`src/rtl/lc3_mem_responder_if.sv`:
```
// Memory-bus bundle between the LC-3 control unit, the memory responder,
// the external synchronous RAM and the keyboard/display devices.
interface lc3_mem_responder_if;
  logic        memEN;
  logic        memWE;
  logic [15:0] addr;
  logic [15:0] wdata;
  logic [15:0] rdata;
  logic        memR;
  logic        ramEn;
  logic        ramWE;
  logic [15:0] ramAddr;
  logic [15:0] ramWData;
  logic [15:0] ramRData;
  logic [7:0]  kbdData;
  logic        kbdValid;
  logic [7:0]  dispData;
  logic        dispValid;
  logic        dispReady;

  // Environment side: control unit, RAM and devices.
  modport master (
    output memEN, memWE, addr, wdata, ramRData, kbdData, kbdValid, dispReady,
    input  rdata, memR, ramEn, ramWE, ramAddr, ramWData, dispData, dispValid
  );

  // Responder side.
  modport slave (
    input  memEN, memWE, addr, wdata, ramRData, kbdData, kbdValid, dispReady,
    output rdata, memR, ramEn, ramWE, ramAddr, ramWData, dispData, dispValid
  );
endinterface

```
`src/rtl/lc3_mem_responder.sv`:
```
// LC-3 memory responder: single-outstanding request FSM with optional wait
// states, external synchronous RAM port and keyboard/display MMIO registers.
module lc3_mem_responder #(
  parameter int unsigned WAIT_CYCLES = 0
) (
  input  logic              clk,
  input  logic              rst,
  lc3_mem_responder_if.slave io_bus
);

  typedef enum logic [2:0] {IDLE, WAIT, ACCESS, RDATA, DONE} state_t;

  localparam logic [6:0]  IO_PAGE   = 7'h7F;
  localparam logic [15:0] KBSR_ADDR = 16'hFE00;
  localparam logic [15:0] KBDR_ADDR = 16'hFE02;
  localparam logic [15:0] DSR_ADDR  = 16'hFE04;
  localparam logic [15:0] DDR_ADDR  = 16'hFE06;
  localparam logic [3:0]  WAIT_INIT = 4'(WAIT_CYCLES);

  state_t      r_state;
  state_t      w_state_next;
  logic [3:0]  r_wait_cnt;
  logic [15:0] r_addr;
  logic [15:0] r_wdata;
  logic        r_we;
  logic [15:0] r_rdata;
  logic        r_mem_r;
  logic [7:0]  r_kbd_buf;
  logic        r_kbd_full;
  logic        r_overrun;
  logic [7:0]  r_disp_data;
  logic        r_disp_valid;

  logic        w_is_io;
  logic        w_io_access;
  logic        w_kbd_clr;
  logic        w_ddr_wr;
  logic        w_disp_take;
  logic [15:0] w_io_rdata;

  assign w_is_io     = (r_addr[15:9] == IO_PAGE);
  assign w_io_access = (r_state == ACCESS) && w_is_io;
  assign w_kbd_clr   = w_io_access && !r_we && (r_addr == KBDR_ADDR);
  assign w_ddr_wr    = w_io_access && r_we && (r_addr == DDR_ADDR) && !r_disp_valid;
  assign w_disp_take = r_disp_valid && io_bus.dispReady;

  // NOTE: every always_comb output gets a default first so no path leaves it
  // unassigned; otherwise synthesis infers a latch.
  always_comb begin
    w_state_next = r_state;
    case (r_state)
      IDLE:    if (io_bus.memEN) w_state_next = (WAIT_INIT != 4'd0) ? WAIT : ACCESS;
      WAIT:    if (r_wait_cnt <= 4'd1) w_state_next = ACCESS;
      ACCESS:  w_state_next = (!w_is_io && !r_we) ? RDATA : DONE;
      RDATA:   w_state_next = DONE;
      DONE:    w_state_next = IDLE;
      default: w_state_next = IDLE;
    endcase
  end

  always_comb begin
    w_io_rdata = '0;
    case (r_addr)
      KBSR_ADDR: w_io_rdata = {r_kbd_full, r_overrun, 14'b0};
      KBDR_ADDR: w_io_rdata = {8'h00, r_kbd_buf};
      DSR_ADDR:  w_io_rdata = {~r_disp_valid, 15'b0};
      default:   w_io_rdata = '0;
    endcase
  end

  // NOTE: state registers use non-blocking assignments so every flop samples
  // the pre-edge values regardless of statement order.
  always_ff @(posedge clk or posedge rst) begin
    if (rst) begin
      r_state    <= IDLE;
      r_wait_cnt <= '0;
      r_addr     <= '0;
      r_wdata    <= '0;
      r_we       <= 1'b0;
      r_rdata    <= '0;
      r_mem_r    <= 1'b0;
    end else begin
      r_state <= w_state_next;
      // memR is registered out of DONE, so it rises on the edge leaving DONE.
      r_mem_r <= (r_state == DONE);
      if (r_state == IDLE && io_bus.memEN) begin
        r_addr     <= io_bus.addr;
        r_wdata    <= io_bus.wdata;
        r_we       <= io_bus.memWE;
        r_wait_cnt <= WAIT_INIT;
      end else if (r_state == WAIT) begin
        r_wait_cnt <= r_wait_cnt - 4'd1;
      end
      if (r_state == RDATA) begin
        r_rdata <= io_bus.ramRData;
      end else if (w_io_access && !r_we) begin
        r_rdata <= w_io_rdata;
      end
    end
  end

  // Keyboard and display run independently of the request FSM.
  always_ff @(posedge clk or posedge rst) begin
    if (rst) begin
      r_kbd_buf    <= '0;
      r_kbd_full   <= 1'b0;
      r_overrun    <= 1'b0;
      r_disp_data  <= '0;
      r_disp_valid <= 1'b0;
    end else begin
      if (io_bus.kbdValid) begin
        // A KBDR read on the same edge frees the buffer for the new character.
        if (!r_kbd_full || w_kbd_clr) begin
          r_kbd_buf  <= io_bus.kbdData;
          r_kbd_full <= 1'b1;
        end
        r_overrun <= w_kbd_clr ? 1'b0 : (r_overrun | r_kbd_full);
      end else if (w_kbd_clr) begin
        r_kbd_full <= 1'b0;
        r_overrun  <= 1'b0;
      end

      if (w_ddr_wr) begin
        r_disp_data  <= r_wdata[7:0];
        r_disp_valid <= 1'b1;
      end else if (w_disp_take) begin
        r_disp_valid <= 1'b0;
      end
    end
  end

  assign io_bus.rdata     = r_rdata;
  assign io_bus.memR      = r_mem_r;
  assign io_bus.ramEn     = (r_state == ACCESS) && !w_is_io;
  assign io_bus.ramWE     = (r_state == ACCESS) && !w_is_io && r_we;
  assign io_bus.ramAddr   = r_addr;
  assign io_bus.ramWData  = r_wdata;
  assign io_bus.dispData  = r_disp_data;
  assign io_bus.dispValid = r_disp_valid;

endmodule

```
`src/flat_wrapper.sv`:
```
// flat-port wrapper written by rule: the top's interface ports become plain ports
module lc3_mem_responder_flat 
#(
  parameter int unsigned WAIT_CYCLES = 0
)
  (clk, rst, io_bus_memEN, io_bus_memWE, io_bus_addr, io_bus_wdata, io_bus_ramRData, io_bus_kbdData, io_bus_kbdValid, io_bus_dispReady, io_bus_rdata, io_bus_memR, io_bus_ramEn, io_bus_ramWE, io_bus_ramAddr, io_bus_ramWData, io_bus_dispData, io_bus_dispValid);
  lc3_mem_responder_if io_bus_i ();
  input  logic clk;
  input  logic rst;
  input wire logic [$bits(io_bus_i.memEN)-1:0] io_bus_memEN;
  input wire logic [$bits(io_bus_i.memWE)-1:0] io_bus_memWE;
  input wire logic [$bits(io_bus_i.addr)-1:0] io_bus_addr;
  input wire logic [$bits(io_bus_i.wdata)-1:0] io_bus_wdata;
  input wire logic [$bits(io_bus_i.ramRData)-1:0] io_bus_ramRData;
  input wire logic [$bits(io_bus_i.kbdData)-1:0] io_bus_kbdData;
  input wire logic [$bits(io_bus_i.kbdValid)-1:0] io_bus_kbdValid;
  input wire logic [$bits(io_bus_i.dispReady)-1:0] io_bus_dispReady;
  output wire logic [$bits(io_bus_i.rdata)-1:0] io_bus_rdata;
  output wire logic [$bits(io_bus_i.memR)-1:0] io_bus_memR;
  output wire logic [$bits(io_bus_i.ramEn)-1:0] io_bus_ramEn;
  output wire logic [$bits(io_bus_i.ramWE)-1:0] io_bus_ramWE;
  output wire logic [$bits(io_bus_i.ramAddr)-1:0] io_bus_ramAddr;
  output wire logic [$bits(io_bus_i.ramWData)-1:0] io_bus_ramWData;
  output wire logic [$bits(io_bus_i.dispData)-1:0] io_bus_dispData;
  output wire logic [$bits(io_bus_i.dispValid)-1:0] io_bus_dispValid;
  assign io_bus_i.memEN = io_bus_memEN;
  assign io_bus_i.memWE = io_bus_memWE;
  assign io_bus_i.addr = io_bus_addr;
  assign io_bus_i.wdata = io_bus_wdata;
  assign io_bus_i.ramRData = io_bus_ramRData;
  assign io_bus_i.kbdData = io_bus_kbdData;
  assign io_bus_i.kbdValid = io_bus_kbdValid;
  assign io_bus_i.dispReady = io_bus_dispReady;
  assign io_bus_rdata = io_bus_i.rdata;
  assign io_bus_memR = io_bus_i.memR;
  assign io_bus_ramEn = io_bus_i.ramEn;
  assign io_bus_ramWE = io_bus_i.ramWE;
  assign io_bus_ramAddr = io_bus_i.ramAddr;
  assign io_bus_ramWData = io_bus_i.ramWData;
  assign io_bus_dispData = io_bus_i.dispData;
  assign io_bus_dispValid = io_bus_i.dispValid;
  lc3_mem_responder #(.WAIT_CYCLES(WAIT_CYCLES)) u_core (.clk(clk), .rst(rst), .io_bus(io_bus_i));
endmodule
```
`config.mk`:
```
export PLATFORM = sky130hd
export DESIGN_NAME = lc3_mem_responder_flat
export DESIGN_NICKNAME = d
export VERILOG_FILES = /design/src/rtl/lc3_mem_responder_if.sv /design/src/rtl/lc3_mem_responder.sv /design/src/flat_wrapper.sv
export SDC_FILE = /design/constraint.sdc
export NUM_CORES = 1
export LEC_CHECK = 0
export ABC_CLOCK_PERIOD_IN_PS = 4059
export BUFFER_PORTS_ARGS = -buffer_cell sky130_fd_sc_hd__buf_2
export CORE_UTILIZATION = 45
export DETAILED_ROUTE_END_ITERATION = 16
export GPL_ROUTABILITY_DRIVEN = 0
export PLACE_DENSITY = 0.74
export SETUP_SLACK_MARGIN = 0.4
export SYNTH_ARGS = -nofsm -noshare
export SYNTH_HDL_FRONTEND = slang
export SYNTH_SLANG_ARGS = --single-unit
```
`constraint.sdc`:
```
create_clock -name clk -period 4.06 [get_ports clk]
set_input_delay 0.406 -clock clk [delete_from_list [all_inputs] [get_ports clk]]
set_output_delay 0.406 -clock clk [all_outputs]
set_load 0.1 [all_outputs]
```
## Word level (Yosys, flattened, before mapping)

Index checks and enable logic that the tools add are counted.

| storage, ports and cells | value |
|---|---|
| bits in registers | 76 |
| bits of input ports | 62 |
| word-level logic and storage cells | 68 |

| cells by class | value |
|---|---|
| $add $sub $neg | 1 |
| $lt $le $gt $ge | 1 |
| equal/unequal tests | 12 |
| mux-type cells | 16 |
| bitwise gates (word level) | 2 |
| reduce and logical (&&, ||, !) cells | 24 |

Operators with widths:

| kind | count |
|---|---|
| $eq A16 B16 Y1 const B | 4 |
| $pmux W16 S3 | 1 |
| $mux W16 | 2 |
| $pmux W3 S4 | 1 |
| $logic_and A1 B1 Y1 | 11 |
| $mux W3 | 3 |
| $mux W4 | 2 |
| $reduce_bool A2 Y1 | 4 |
| $eq A7 B7 Y1 const B | 1 |
| $mux W1 | 7 |
| $eq A3 B2 Y1 const B | 2 |
| $reduce_and A2 Y1 | 3 |
| $le A4 B1 Y1 const B | 1 |
| $logic_not A1 Y1 | 4 |
| $ne A2 B1 Y1 const B | 2 |
| $sub A4 B1 Y4 const B | 1 |
| $eq A3 B1 Y1 const B | 1 |
| $eq A3 B3 Y1 const B | 1 |
| $logic_not A3 Y1 | 1 |
| $ne A2 B2 Y1 const B | 1 |
| $logic_or A1 B1 Y1 | 1 |
| $not A1 Y1 | 1 |
| $or A1 B1 Y1 | 1 |

## Logic depth before layout (Yosys ltp)

Gate-level depths: netlist of run 1.

| logic depth | value |
|---|---|
| depth after elaboration | 7 |
| gate-level depth with buffers | 7 |
| depth with buffers taken out | 6 |

## Worst setup path before layout of run 1

No wires, ideal clock.

| timing path | value |
|---|---|
| kind | register to output |
| start | register u_core.r_addr[9] (netlist: u_core.io_bus.ramAddr[9]) |
| end | output port io_bus_ramWE |
| arrival | 2979 ps |
| slack | 675 ps |
| stages on the path, launching flop included | 6 |
| buffers on the path | 0 |
| path through | dfrtp_1 -> nand4_1 -> nor2_1 -> or3_1 -> inv_1 -> and2_1 |

| between the ends | value |
|---|---|
| longest elaborated chain between the ends | 4 |

Ends and longest elaborated chain:

| what | RTL line | source |
|---|---|---|
| from (decl) | lc3_mem_responder.sv:23 | `logic [15:0] r_addr;` |
| from (signal assigned) | lc3_mem_responder.sv:87 | `r_addr <= io_bus.addr;` |
| $eq A7 B7 Y1 | lc3_mem_responder.sv:41 | `assign w_is_io = (r_addr[15:9] == IO_PAGE);` |
| $logic_not A1 Y1 | -- |  |
| $logic_and A1 B1 Y1 | -- |  |
| net io_bus_ramEn | flat_wrapper.sv:20 | `output wire logic [$bits(io_bus_i.ramEn)-1:0] io_bus_ramEn;` |
| $logic_and A1 B1 Y1 | lc3_mem_responder.sv:135 | `assign io_bus.ramWE = (r_state == ACCESS) && !w_is_io && r_we;` |
| to (decl) | flat_wrapper.sv:21 | `output wire logic [$bits(io_bus_i.ramWE)-1:0] io_bus_ramWE;` |

The timed path passes the listed nets, and every way through them passes these cells.

## Worst setup path in the final report of run 1

| timing path | value |
|---|---|
| start | register u_core.r_addr[9] (netlist: u_core.io_bus.ramAddr[9]) |
| end | output port io_bus_ramWE |

| between the ends | value |
|---|---|
| longest elaborated chain between the ends | 4 |

Ends and longest elaborated chain:

| what | RTL line |
|---|---|
| $eq A7 B7 Y1 | lc3_mem_responder.sv:41 |
| $logic_not A1 Y1 | lc3_mem_responder.sv:135 |
| $logic_and A1 B1 Y1 (2 in a row) | lc3_mem_responder.sv:135 |

No other way between the ends.

==> impl_metrics.xml, run 1 <==
<?xml version="1.0" encoding="UTF-8"?>
<metrics>
  <group name="sta">
    <metric name="final.setup_skew" unit="ns">0.00680</metric>
    <metric name="finalCriticalPeriod" unit="ns">2.44</metric>
    <metric name="worst_slew_margin_relative_to_its_limit" unit="%">15.2</metric>
    <metric name="count_of_final_max_slew_check_failures" unit="">0</metric>
    <metric name="setup-violations-final" unit="">0</metric>
    <metric name="post-route-period-util" unit="%">60.0</metric>
    <metric name="maxClockFrequency" unit="MHz">410</metric>
    <metric name="report.final.hold_viol_count" unit="">0</metric>
    <metric name="worst_slew_pin_slew" unit="ns">1.26</metric>
    <metric name="setup_total_negative_slack" unit="ns">0</metric>
    <metric name="rsz_0062_raised_after_global_routing" unit="">false</metric>
  </group>
  <group name="floorplan">
    <metric name="fp.dieH" unit="um">86.6</metric>
    <metric name="initial_core_util" unit="%">46.9</metric>
    <metric name="dieArea" unit="um^2">7500</metric>
    <metric name="ioPinCount" unit="">122</metric>
    <metric name="core-area" unit="um^2">6870</metric>
    <metric name="fp.dieW" unit="um">86.6</metric>
    <metric name="rows" unit="">30</metric>
  </group>
  <group name="route">
    <metric name="final_antenna_net_count" unit="">0</metric>
    <metric name="wl_per_cell" unit="um">15.8</metric>
    <metric name="detail_route.first_pass.iterations" unit="">4</metric>
    <metric name="num_vias" unit="">2430</metric>
    <metric name="routed_via_density" unit="">5.31</metric>
    <metric name="post-route-drc-count" unit="">0</metric>
    <metric name="drt-total-wl" unit="um">7230</metric>
    <metric name="drtIter0Drc" unit="">145</metric>
  </group>
  <group name="critical_path">
    <metric name="crit_path_start_kind" unit="">flop</metric>
    <metric name="ff2ff_path_depth" unit="">4</metric>
    <metric name="worstPathRequired" unit="ns">3.65</metric>
    <metric name="path_depth" unit="">6</metric>
    <metric name="worst_path_dominant_cell_family" unit="">simple AND/OR/NAND/NOR gates</metric>
    <metric name="reg2reg_to" unit="">u_core.io_bus.rdata[7]$_DFFE_PP0P_</metric>
    <metric name="reg2reg_setup_slack" unit="ns">1.93</metric>
    <metric name="buffers_inverters_on_critical_path" unit="">2</metric>
    <metric name="worstPathArrival" unit="ns">2.03</metric>
    <metric name="r2r-start" unit="">u_core.r_state[0]$_DFFE_PP0P_</metric>
    <metric name="critPathCaptureType" unit="">output pin</metric>
    <metric name="worstPathCellList" unit="">nand4_1, nor2_1, or3_1, inv_1, and2_1, buf_2</metric>
    <metric name="critical_path_s_slowest_cell" unit="">buf_2</metric>
    <metric name="crit_path_max_incr_delay" unit="ns">0.42</metric>
    <metric name="cp_max_fo" unit="">4</metric>
    <metric name="critical_path_class" unit="">reg2out</metric>
  </group>
  <group name="cells_and_area">
    <metric name="post_route_cells_drive_above_1_share" unit="%">48.6</metric>
    <metric name="diodes" unit="">0</metric>
    <metric name="mostFrequentLayoutCell" unit="">buf_2</metric>
    <metric name="synthesis_to_finish_area_growth" unit="%">27.1</metric>
    <metric name="design_area" unit="um^2">4090</metric>
    <metric name="final_net_count" unit="">421</metric>
    <metric name="count_of_non_filler_cells_in_the_finished_layout" unit="">458</metric>
    <metric name="layout.cells.most_common_list" unit="">121 x buf_2, 76 x dfrtp_1, 32 x mux2_2</metric>
  </group>
  <group name="placement">
    <metric name="placed_area" unit="um^2">3920</metric>
    <metric name="dpl.cell_count" unit="">442</metric>
    <metric name="dpl.hpwl" unit="um">5240</metric>
    <metric name="placement.io_buffers" unit="">121</metric>
  </group>
  <group name="status">
    <metric name="outcome" unit="">finished clean</metric>
  </group>
  <group name="synthesis">
    <metric name="yosys.cell_types.count" unit="">46</metric>
    <metric name="post_synth_arst_share" unit="%">100</metric>
    <metric name="ys.warnings.count" unit="">0</metric>
    <metric name="postSynth.topFlopCell" unit="">dfrtp_1</metric>
    <metric name="number_of_enable_type_register_cells_in_the_synthesized_netlist" unit="">0</metric>
    <metric name="synth_cells" unit="">234</metric>
    <metric name="synth_seq_cells" unit="">76</metric>
    <metric name="synth_nets" unit="">298</metric>
    <metric name="ys_seq_area_share" unit="%">59.0</metric>
    <metric name="synth_area_per_cell" unit="um^2">13.8</metric>
    <metric name="syn-cell-area" unit="um^2">3220</metric>
  </group>
  <group name="clock_network">
    <metric name="tritoncts" unit="">built</metric>
    <metric name="cts.sink_count" unit="">76</metric>
    <metric name="cts.htree.levels" unit="">3</metric>
    <metric name="cts_root_buffer" unit="">clkbuf_8</metric>
    <metric name="cts.reportedPaths.clkPinSlew" unit="ns">0.07</metric>
    <metric name="post_cts_hold_buffer_count" unit="">0</metric>
    <metric name="cts_buffers" unit="">9</metric>
    <metric name="number_of_buffers_on_the_longest_clock_path" unit="">2</metric>
    <metric name="cts_post_setup_buffers_inserted" unit="">0</metric>
    <metric name="cts.repair.resized" unit="">0</metric>
    <metric name="clkLatencyLatePin" unit="ns">0.34</metric>
  </group>
  <group name="hold_path">
    <metric name="hp-class" unit="">in2async</metric>
  </group>
  <group name="job">
    <metric name="maxCapViolations" unit="">0</metric>
  </group>
  <group name="grt">
    <metric name="gr-total-overflow" unit="">0</metric>
    <metric name="track_usage" unit="%">21.0</metric>
    <metric name="grt_pass1_vias" unit="">2438</metric>
    <metric name="grt_antenna_before_repair" unit="">0</metric>
    <metric name="grt_max_degree" unit="">45</metric>
    <metric name="wire_length_of_the_first_global_routing_pass" unit="um">11800</metric>
  </group>
</metrics>
[flip-flops by register name (all words and copies together), names as in the netlist]
register,cells
u_core.r_overrun,1
u_core.io_bus.rdata,16
u_core.io_bus.dispValid,1
u_core.io_bus.memR,1
u_core.r_wait_cnt,4
u_core.io_bus.ramAddr,16
u_core.r_we,1
u_core.io_bus.ramWData,16
u_core.r_kbd_full,1
u_core.io_bus.dispData,8
u_core.r_state,3
u_core.r_kbd_buf,8
[cell usage after synthesis, types with 2 or more instances]
cell type / number / share of area (%)
and3_1: 10 / 1.9
ha_1: 2 / 0.78
dfrtp_1: 76 / 59
a31o_1: 8 / 2.2
nor4b_1: 2 / 0.54
clkbuf_1: 5 / 0.58
a211o_1: 2 / 0.54
o211a_1: 8 / 2.5
nor3b_1: 2 / 0.47
a22o_1: 6 / 1.6
mux2_1: 8 / 2.8
nand2_1: 6 / 0.70
mux2_2: 32 / 11
buf_2: 4 / 0.62
and2_1: 2 / 0.39
o21ai_1: 2 / 0.31
o22ai_1: 2 / 0.39
a221o_1: 8 / 2.5
o21ai_0: 4 / 0.62
inv_1: 8 / 0.93
nor4_1: 4 / 0.78
nor2_1: 8 / 0.93
a21oi_1: 2 / 0.31
[final cells by class]
| type | instances | area (um^2) |
|---|---|---|
| inverters | 8 | 31.3 |
| well taps | 96 | 120 |
| clock buffers | 14 | 143 |
| clock inverters | 2 | 35.0 |
| fillers | 580 | 2780 |
| multi-input cells | 139 | 1240 |
| flip-flops and latches | 76 | 1900 |
| repair buffers | 123 | 621 |
[worst max-delay path by stage]
stage	slack, ns	endpoint	start
finish	1.62	io_bus_ramWE	u_core.io_bus.ramAddr[9]$_DFFE_PP0P_
global route	1.47	io_bus_ramWE	u_core.io_bus.ramAddr[9]$_DFFE_PP0P_
CTS	1.59	io_bus_ramWE	u_core.io_bus.ramAddr[9]$_DFFE_PP0P_
detailed placement	1.96	u_core.io_bus.rdata[5]$_DFFE_PP0P_	u_core.r_state[0]$_DFFE_PP0P_
global placement	2.01	io_bus_ramWE	u_core.r_state[0]$_DFFE_PP0P_
floorplan	0.68	io_bus_ramWE	u_core.io_bus.ramAddr[9]$_DFFE_PP0P_
[routing by layer]
layer | part of all wire, % | GRT usage, % | vias to the layer above
met5 | 0 | 0 | -
met4 | 1.2 | 6.21 | 0
met3 | 8.4 | 8.95 | 10
met2 | 45 | 32.5 | 114
met1 | 45 | 27.0 | 1184
li1 | - | - | 1122
[through the flow]
stage               worst slack (ns)  util, %  hold slack, ns
global route                    1.47     59.6           0.123
detailed placement              1.96     57.0           0.478
global placement                2.01     57.0           0.466
CTS                             1.59     59.6           0.104
finish                          1.62     59.6          0.0958
floorplan                      0.675        -           0.463
[cells by family after synthesis]
logic type	after synthesis	share of synthesized area, %
AO/OA/AOI/OAI	44	11.9
adder cells (fa/ha/maj)	2	0.777
buffers and inverters	19	2.60
multiplexers	40	14.0
AND/OR/NAND/NOR	51	11.2
flip-flops	76	59.0
XOR/XNOR	2	0.544
Power of run 1 is not shown: default switching activity piles up to over one toggle a cycle in this logic, so the estimate is an artifact.
==> inputs of run 2 (changes only) <==
--- a/config.mk
+++ b/config.mk
@@ -5,7 +5,7 @@
 export SDC_FILE = /design/constraint.sdc
 export NUM_CORES = 1
 export LEC_CHECK = 0
-export ABC_CLOCK_PERIOD_IN_PS = 4059
+export ABC_CLOCK_PERIOD_IN_PS = 2250
 export BUFFER_PORTS_ARGS = -buffer_cell sky130_fd_sc_hd__buf_2
 export CORE_UTILIZATION = 45
 export DETAILED_ROUTE_END_ITERATION = 16
==> constraint.sdc (replaced) <==
create_clock -name clk -period 2.25 [get_ports clk]
set_input_delay 0.225 -clock clk [delete_from_list [all_inputs] [get_ports clk]]
set_output_delay 0.225 -clock clk [all_outputs]
set_load 0.1 [all_outputs]
==> run 2 against run 1 <==
  * Wire length increased by 9.3%
  * Via count up 3.0%
  * Die area stayed put
  * Critical path depth did not move
  * Critical path type unchanged
==> impl_metrics.xml, run 2 (same netlist as run 1, synthesis figures left out) <==
<?xml version="1.0" encoding="UTF-8"?>
<metrics>
  <group name="route">
    <metric name="wl_per_cell" unit="um">16.6</metric>
    <metric name="drt-total-wl" unit="um">7900</metric>
    <metric name="final_antenna_net_count" unit="">0</metric>
    <metric name="drtIter0Drc" unit="">96</metric>
    <metric name="detail_route.first_pass.iterations" unit="">4</metric>
    <metric name="num_vias" unit="">2504</metric>
    <metric name="post-route-drc-count" unit="">0</metric>
    <metric name="routed_via_density" unit="">5.25</metric>
  </group>
  <group name="floorplan">
    <metric name="fp.dieH" unit="um">86.6</metric>
    <metric name="dieArea" unit="um^2">7500</metric>
    <metric name="initial_core_util" unit="%">46.9</metric>
    <metric name="core-area" unit="um^2">6870</metric>
    <metric name="ioPinCount" unit="">122</metric>
    <metric name="fp.dieW" unit="um">86.6</metric>
    <metric name="rows" unit="">30</metric>
  </group>
  <group name="critical_path">
    <metric name="crit_path_start_kind" unit="">flop</metric>
    <metric name="r2r-start" unit="">u_core.io_bus.ramAddr[14]$_DFFE_PP0P_</metric>
    <metric name="startpoint" unit="">u_core.io_bus.ramAddr[9]$_DFFE_PP0P_</metric>
    <metric name="reg2reg_setup_slack" unit="ns">0.36</metric>
    <metric name="cp_max_fo" unit="">4</metric>
    <metric name="critPathCaptureType" unit="">output pin</metric>
    <metric name="reg2reg_to" unit="">u_core.r_kbd_buf[4]$_DFFE_PP0P_</metric>
    <metric name="worstPathArrival" unit="ns">1.79</metric>
    <metric name="critical_path_class" unit="">reg2out</metric>
    <metric name="worstPathRequired" unit="ns">2.03</metric>
    <metric name="ff2ff_path_depth" unit="">4</metric>
  </group>
  <group name="placement">
    <metric name="detailedPlace.worstSlack" unit="ns">0.304</metric>
    <metric name="placed_area" unit="um^2">4080</metric>
    <metric name="dpl.hpwl" unit="um">5630</metric>
    <metric name="placement.io_buffers" unit="">121</metric>
  </group>
  <group name="cells_and_area">
    <metric name="final_net_count" unit="">440</metric>
    <metric name="mostFrequentLayoutCell" unit="">buf_2</metric>
    <metric name="layout.cells.most_common_list" unit="">119 x buf_2, 61 x dfrtp_1, 32 x mux2_2</metric>
    <metric name="final-seq-area" unit="um^2">1920</metric>
    <metric name="nFillCells" unit="">550</metric>
    <metric name="diodes" unit="">0</metric>
    <metric name="synthesis_to_finish_area_growth" unit="%">37.4</metric>
    <metric name="multi_input_area" unit="um^2">1320</metric>
    <metric name="design_area" unit="um^2">4430</metric>
    <metric name="post_route_cells_drive_above_1_share" unit="%">60.1</metric>
  </group>
  <group name="sta">
    <metric name="post-route-period-util" unit="%">89.5</metric>
    <metric name="report.final.hold_viol_count" unit="">0</metric>
    <metric name="maxClockFrequency" unit="MHz">497</metric>
    <metric name="setup_total_negative_slack" unit="ns">0</metric>
    <metric name="finalCriticalPeriod" unit="ns">2.01</metric>
    <metric name="count_of_final_max_slew_check_failures" unit="">0</metric>
    <metric name="final.setup_skew" unit="ns">0.0159</metric>
    <metric name="worst_slew_pin_slew" unit="ns">0.692</metric>
    <metric name="rsz_0062_raised_after_global_routing" unit="">true</metric>
    <metric name="worst_slew_margin_relative_to_its_limit" unit="%">53.9</metric>
    <metric name="setup_slack" unit="ns">0.236</metric>
    <metric name="setup-violations-final" unit="">0</metric>
  </group>
  <group name="clock_network">
    <metric name="clkLatencyLatePin" unit="ns">0.35</metric>
    <metric name="cts_buffers" unit="">9</metric>
    <metric name="cts.htree.levels" unit="">3</metric>
    <metric name="cts_root_buffer" unit="">clkbuf_8</metric>
    <metric name="tritoncts" unit="">built</metric>
    <metric name="cts.reportedPaths.clkPinSlew" unit="ns">0.09</metric>
    <metric name="cts.sink_count" unit="">76</metric>
    <metric name="number_of_buffers_on_the_longest_clock_path" unit="">2</metric>
  </group>
  <group name="hold_path">
    <metric name="worst_hold_path.endpoint" unit="">u_core.io_bus.dispValid$_DFFE_PP0P_</metric>
    <metric name="hp-class" unit="">in2reg</metric>
    <metric name="hold-path-cell-count" unit="">2</metric>
    <metric name="min_from" unit="">io_bus_dispReady</metric>
  </group>
  <group name="job">
    <metric name="maxCapViolations" unit="">0</metric>
  </group>
  <group name="grt">
    <metric name="grt_pass1_vias" unit="">2527</metric>
    <metric name="track_usage" unit="%">22.3</metric>
    <metric name="wire_length_of_the_first_global_routing_pass" unit="um">12700</metric>
    <metric name="grt_antenna_before_repair" unit="">0</metric>
    <metric name="grt_max_degree" unit="">38</metric>
    <metric name="gr-total-overflow" unit="">0</metric>
  </group>
  <group name="status">
    <metric name="outcome" unit="">finished clean</metric>
  </group>
</metrics>
-- run 2: cell count changes in the layout (fill, tap and decap cells not counted), moves of 2 or more --
cell        change
clkinv_4        +3
clkbuf_1        -5
buf_4          +16
buf_12          +3
clkinvlp_4      +2
mux2_4          +8
mux2_1          -8
dfrtp_2        +15
buf_2           -2
dfrtp_1        -15
-- run 2: metal layers --
layer	GRT usage [%]	vias up	share of wire, %
met5	0	-	0
met4	7.42	0	1.2
met3	7.24	10	7.8
met2	35.5	109	46
met1	29.0	1223	45
li1	-	1162	-
-- run 2: worst max-delay path, cell delays in order (launching register included) --
cell and delay [ns]:
dfrtp_2 0.41, nand4_1 0.21, nor2_2 0.08, or3_4 0.36
clkinvlp_4 0.08, and2_4 0.14, buf_12 0.16
-- run 2: worst max-delay path by stage --
stage	depth (start not counted)	slack, ns	to
floorplan	5	-0.09	io_bus_ramWE
global placement	4	0.41	u_core.io_bus.rdata[1]$_DFFE_PP0P_
detailed placement	4	0.30	u_core.io_bus.rdata[4]$_DFFE_PP0P_
CTS	6	0.21	io_bus_ramWE
global route	6	0.17	io_bus_ramWE
finish	6	0.24	io_bus_ramWE
-- run 2: stage by stage --
step	hold WS (ns)	cells	util, %
6_report	0.0568	477	64.4
5_1_grt	0.0568	477	64.4
4_1_cts	0.0473	472	63.7
3_5_place_dp	0.336	448	59.4
3_3_place_gp	0.324	448	59.4
2_1_floorplan	0.321	234	-
-- run 2: what timing repair did --
action | in CTS | in global routing
pin swaps | 4 | 2
buffers inserted | 6 | 5
endpoints found under the setup margin | 36 | 35
hold buffers | 1 | 0
hold endpoints to repair | 24 | 0
gates cloned | 1 | 0
resized for setup | 2 | 2
-- run 2: cell type report --
cell class | instances | share of cell area [%]
clock buffers | 9 | 2.80
repair buffers | 141 | 18.1
multi-input cells | 140 | 29.9
inverters | 8 | 0.848
flip-flops and latches | 76 | 43.4
clock inverters | 7 | 2.26
well taps | 96 | 2.71
Power of run 2 is left out for the same reason.
